## config.mk

```make
export PLATFORM = sky130hd
export DESIGN_NAME = serial_add_ctrl
export DESIGN_NICKNAME = d
export VERILOG_FILES = /design/src/rtl/serial_add_ctrl.sv
export SDC_FILE = /design/constraint.sdc
export NUM_CORES = 1
export LEC_CHECK = 0
export CAP_MARGIN = 30
export CORE_MARGIN = 2
export CORE_UTILIZATION = 33
export CTS_BUF_LIST = sky130_fd_sc_hd__clkbuf_4
export CTS_CLUSTER_SIZE = 30
export DETAILED_ROUTE_END_ITERATION = 7
export GPL_TIMING_DRIVEN = 0
export SLEW_MARGIN = 40
export SYNTH_ARGS = -nofsm -noshare
export SYNTH_HDL_FRONTEND = slang
export SYNTH_SLANG_ARGS = --single-unit
```

## constraint.sdc

```tcl
create_clock -name clk -period 1.04 [get_ports clk]
set_input_delay 0.312 -clock clk [delete_from_list [all_inputs] [get_ports clk]]
set_output_delay 0.312 -clock clk [all_outputs]
set_load 0.02 [all_outputs]
```

## src/rtl/serial_add_ctrl.sv

```systemverilog
// Bit-serial WIDTH-bit adder sequencer driving one external 1-bit full-adder slice.
// Latency: WIDTH+1 edges from accepted start to the done cycle; issue interval WIDTH+1.
// Backpressure: none; start is only accepted in IDLE/DONE and dropped (not queued) while busy.
module serial_add_ctrl #(
    parameter int WIDTH = 8
) (
    input  logic             clk,
    input  logic             rst_n,
    input  logic             start,
    input  logic [WIDTH-1:0] a,
    input  logic [WIDTH-1:0] b,
    input  logic             cin,
    output logic             busy,
    output logic             done,
    output logic [WIDTH-1:0] sum,
    output logic             cout,
    output logic             fa_a,
    output logic             fa_b,
    output logic             fa_ci,
    input  logic             fa_s,
    input  logic             fa_co
);

    localparam int CW = (WIDTH > 1) ? $clog2(WIDTH) : 1;
    localparam logic [CW-1:0] LAST_BIT = CW'(WIDTH - 1);

    localparam logic [1:0] S_IDLE = 2'd0;
    localparam logic [1:0] S_RUN  = 2'd1;
    localparam logic [1:0] S_DONE = 2'd2;

    logic [1:0]       state;
    logic [WIDTH-1:0] a_sr;
    logic [WIDTH-1:0] b_sr;
    logic [WIDTH-1:0] sum_sr;
    logic             carry;
    logic             cout_r;
    logic [CW-1:0]    cnt;

    always_ff @(posedge clk or negedge rst_n) begin
        if (!rst_n) begin
            state  <= S_IDLE;
            a_sr   <= '0;
            b_sr   <= '0;
            sum_sr <= '0;
            carry  <= 1'b0;
            cout_r <= 1'b0;
            cnt    <= '0;
        end else begin
            case (state)
                S_IDLE, S_DONE: begin
                    if (start) begin
                        state <= S_RUN;
                        a_sr  <= a;
                        b_sr  <= b;
                        carry <= cin;
                        cnt   <= '0;
                    end else begin
                        state <= S_IDLE;
                    end
                end
                S_RUN: begin
                    // Capture the slice result for the bit currently presented, then advance.
                    sum_sr <= {fa_s, sum_sr[WIDTH-1:1]};
                    carry  <= fa_co;
                    cout_r <= fa_co;
                    a_sr   <= a_sr >> 1;
                    b_sr   <= b_sr >> 1;
                    cnt    <= cnt + CW'(1);
                    if (cnt == LAST_BIT) begin
                        state <= S_DONE;
                    end
                end
                default: state <= S_IDLE;
            endcase
        end
    end

    // Slice inputs come straight from flops so they are stable for the whole cycle.
    assign fa_a  = a_sr[0];
    assign fa_b  = b_sr[0];
    assign fa_ci = carry;

    assign busy = (state == S_RUN);
    assign done = (state == S_DONE);
    assign sum  = sum_sr;
    assign cout = cout_r;

endmodule

```

* Word level (Yosys, flattened, before mapping)
Index checks and enable logic that the tools add are counted.
Word-level totals: register bits 31, latch bits 0, bits in writable memories 0, bits in read-only memories 0, bits of input ports 22, output and inout bits 14, logic and storage cells 28, memories kept 0
Cells by class: $add $sub $neg 1, $mul 0, div/mod/pow operators 0, $lt $le $gt $ge 0, equality and inequality tests 5, shift operators 0, muxes and demuxes 11, bitwise gates (word level) 0, reductions and logical operators 4
Operators by type and width (number):
- case mux 8 bit (2 select lines) | 2
- 2-to-1 mux 8 bit | 2
- case mux 3 bit (2 select lines) | 1
- case mux 2 bit (2 select lines) | 1
- adder 3 x 1 -> 3 bit, second input constant | 1
- == test 3 bit, second input constant | 1
- 2-to-1 mux 3 bit | 1
- == test 2 x 1 -> 1 bit, second input constant | 1
- == test 2 bit, second input constant | 1
- logical NOT 2 bit | 1
- 2-to-1 mux 1 bit | 2
- 2-to-1 mux 2 bit | 1
- != test 2 x 1 -> 1 bit, second input constant | 1
- != test 2 bit, second input constant | 1
- case mux 1 bit (2 select lines) | 1
- AND reduction 2 bit | 1
- nonzero test 2 bit | 1
- OR reduction 2 bit | 1

* Logic depth before layout (Yosys ltp)
depth in word-level cells 4, gate-level depth with buffers 6, depth with buffers taken out 4

* Least setup slack after synthesis
Ideal clock, no wire load.
kind reg2out, start reg state[1], end out done, arrival time 966 ps, required time 728 ps, setup slack -238 ps, stages on the path, launching flop included 4, path buffers 2, path through dfrtp_1 > buf_6 > buf_12 > nor2b_1
On the way: cells in the longest elaborated chain, start to end 1
Ends and longest elaborated chain:
- start, declared | line 31 | logic [1:0] state;
- start signal, assigned | line 41 | state <= S_IDLE;
- start signal, assigned | line 52 | state <= S_RUN;
- start signal, assigned | line 58 | state <= S_IDLE;
- == test 2 bit | line 84 | assign done = (state == S_DONE);
- end, declared | line 14 | output logic done,
No other way between the ends.

* Worst setup path after layout
Ends and elaborated chain as after synthesis.

==> metrics.md <==
| Metric | Value |
|---|---|
| H-Tree Depth | 2 |
| Critical path required time | 0.73 ns |
| DRC | 0 |
| Worst path max stage delay | between 0.4 and 0.5 ns |
| Multiplexer area fraction after synthesis | 0.116 |
| Die Wd | just over 70 um |
| Die Y-Extent | 72.6 um |
| Fmax | ~0.65 GHz |
| Worst vdd ir | between 1500 and 2000 uV |
| Yosys cell types | 21 |
| Critical path type | reg2out |
| Register area share after synthesis | 0.500 |
| Final hold slack | approximately 0.014 ns |
| Largest net degree at the start of global routing | 32 |
| Tmin final | roughly 1.5 ns |
| Nets | 249 |
| Synthesized instance count | approximately 150 |
| # fillers | between 300 and 400 |
| Final setup fails | 44 |
| Clk Tree Root Cell | clkbuf_4 |
| IO Port Bufs | 35 |
| Core area | 0.00444 mm2 |
| Worst-path cell chain | buf_8, buf_12, nor2b_4, buf_6 |
| Leak | around 1.2 nW |
| Fraction of final layout cells sized beyond drive strength 1 | 0.522 |
| Failing checks | negative setup slack |
| Final Max Slew Viols | 0 |
| CTS Buf Count | 5 |
| Syn nets | 176 |
| Clock latency on the worst-skew pair | 0.33 ns |
| Critical path launch point type | flip-flop |
| Worst slew pin tran | 0.697 ns |
| XOR/XNOR share of the synthesized area | 0 |
| Power Total | slightly below 8 mW |
| Core Rows | 24 |
| Gr ovfl total | 0 |
| Overall global routing resource usage | 0.169 |
| Adder-cell share of the synthesized area | 0.0161 |
| Worst Skew | ~0.0077 ns |
| Vias in the first global route | 1486 |
| FF+latch area | a little under 800 um2 |
| Setup TNS | -8.10 ns |
| DR WL/cell | about 16 um |
| Cell Pwr Density | between 2000 and 3000 mW/mm2 |
| Maxcap violations | 0 |
| Final hold violations | 0 |
| Critical path's slowest cell | dfrtp_1 |
| WL final | about 4.3 mm |
| Worst Path Max Fanout | 2 |
| Synth Area in Compound Gates | 0.138 |
| 1st-iter DRT viols | 42 |
| DP Wirelength | around 2.4 mm |
| Register bit total from synthesis | 31 |
| Outcome | finished, violations left |
| Placer Congestion | 0.730 |
| Final period utilization | 1.48 |
| Area growth, synth to finish | 72.7% |
| Initial antenna violation count | 0 |
| Multi-input logic area | 922 um2 |
| Initial core utilization | 0.349 |
| CP arrival | ~1.2 ns |
| Vias per cell | approximately 5.1 |
| CTS tree | built |
| Synth warnings | 0 |
| Total die area | ~0.0053 mm2 |
| Min-Delay Path Class | in2async |
| IO Count | 36 |
| CP Capture Type | output pin |
| Slew headroom | 0.535 |
| Clock-pin slew on the worst setup and hold paths | 0.09 ns |
| Unrepaired setup endpoints after global routing | true |
| Largest family of logic cells by synthesized area | simple AND/OR/NAND/NOR gates |
| Max Buffers Root-to-Sink | 2 |
| Synth Area in Simple Gates | 0.164 |
| Clk sink count | 31 |
| Diode count | 0 |
| Detailed-router iteration count before antenna repair | 4 |
| Mapped Area | 0.00155 mm2 |
| Post-DRT Antenna Nets | 0 |
| Utilization after layout | 0.603 |
| DR vias | approximately 1.4k |
| Global-route wire length before repair | around 6.8 mm |
| Avg Cell Area, Syn | between 10 and 15 um2 |
| PnR worst setup slack | -0.497 ns |
==> repair_timing <==
item,in CTS,in global routing
resized for setup,146,42
cloned,3,1
buffers inserted,17,17
hold buffers,0,0
endpoints found under the setup margin,43,45
pin swaps,3,14
==> cell usage after synthesis <==
library cell / n / area [um2]
a211oi_1: 14 / 105
a21oi_1: 14 / 70.1
a32oi_1: 1 / 8.76
and2_1: 1 / 6.26
and2b_1: 2 / 15.0
buf_12: 1 / 20.0
buf_2: 3 / 15.0
buf_4: 3 / 22.5
buf_6: 3 / 33.8
clkbuf_1: 1 / 3.75
dfrtp_1: 31 / 776
ha_1: 2 / 25.0
inv_1: 2 / 7.51
mux2i_1: 18 / 180
nand2_1: 30 / 113
nand2b_1: 1 / 6.26
nand2b_2: 1 / 8.76
nand3_1: 4 / 20.0
nor2_1: 1 / 3.75
nor2b_1: 13 / 81.3
o21ai_0: 6 / 30.0
==> routing by layer <==
| layer | share of wire | wire length (um) | vias up | global-route usage |
|---|---|---|---|---|
| met2 | 0.52 | 2240 | 34 | 0.303 |
| met4 | 0.014 | 61 | 0 | 0.0556 |
| met5 | 0 | 0 | - | 0 |
| met3 | 0.045 | 195 | 7 | 0.0431 |
| li1 | - | - | 672 | - |
| met1 | 0.42 | 1840 | 689 | 0.194 |
==> stage by stage <==
step                      instance area, um2  std cells  setup WS [ns]
after global placement                  1990        239         -0.929
after CTS                               2460        265         -0.509
after floorplan                         1580        152        -0.0906
after global routing                    2680        276         -0.559
after detailed placement                1990        239         -0.683
final                                   2680        276         -0.497
==> worst paths after layout <==
kind | from | end | slack, ns | cells after the start
worst min-delay path | rst_n | a_sr[7]$_DFFE_PN0P_ | 0.01 | 1
min in group clk | sum[0]$_DFFE_PN0P_ | sum[0]$_DFFE_PN0P_ | 0.50 | 2
worst max register to register | state[1]$_DFFE_PN0P_ | cout$_DFFE_PN0P_ | -0.34 | 9
worst min register to register | sum[0]$_DFFE_PN0P_ | sum[0]$_DFFE_PN0P_ | 0.50 | 2
worst max-delay path | state[1]$_DFFE_PN0P_ | done | -0.50 | 4
max in group asynchronous | rst_n | a_sr[1]$_DFFE_PN0P_ | 0.57 | 1
==> where the power goes <==
group | leakage [nW] | switching [mW] | total [mW] | internal [mW]
sequential | 0.377 | 0.456 | 2.22 | 1.76
combinational | 0.747 | 2.14 | 4.91 | 2.78
clock | 0.0276 | 0.382 | 0.648 | 0.266
==> worst max-delay path: cells and delay by family, from the launching register on <==
| kind | cells | cell delay [ns] |
|---|---|---|
| buffers and inverters | 3 | 0.37 |
| DFF | 1 | 0.41 |
| and+or+nand+nor | 1 | 0.11 |
==> cells in the final DEF (no fill, tap or decap), types with 5 or more instances in the layout <==
cell type and n:
dfrtp_1 31, buf_6 28, clkdlybuf4s50_1 19, mux2i_1 16, buf_4 16, nand2_1 16, nor2b_1 12, a211oi_2 12
nand2_2 11, a21oi_2 10, buf_8 6, clkbuf_4 6, o21ai_1 5
==> final cells by class <==
type                       count  area share
buffer                         9      0.0490
multi-input combinational    108       0.344
inverter                       2     0.00374
timing repair buffer          68       0.272
clock buffer                   6      0.0168
tap                           52      0.0243
sequential                    31       0.290
==> cells by family after synthesis <==
| group | count (synthesis) |
|---|---|
| simple gates | 53 |
| compound gates | 35 |
| flops | 31 |
| mux | 18 |
| buf+inv | 13 |
| fa+ha+maj | 2 |
==> flip-flops by register name, summed over array words and instances, names as in the netlist <==
register / flops
a_sr: 8
b_sr: 8
cnt: 3
cout: 1
fa_ci: 1
state: 2
sum: 8
Note: power is estimated with default switching activity, not from simulation.
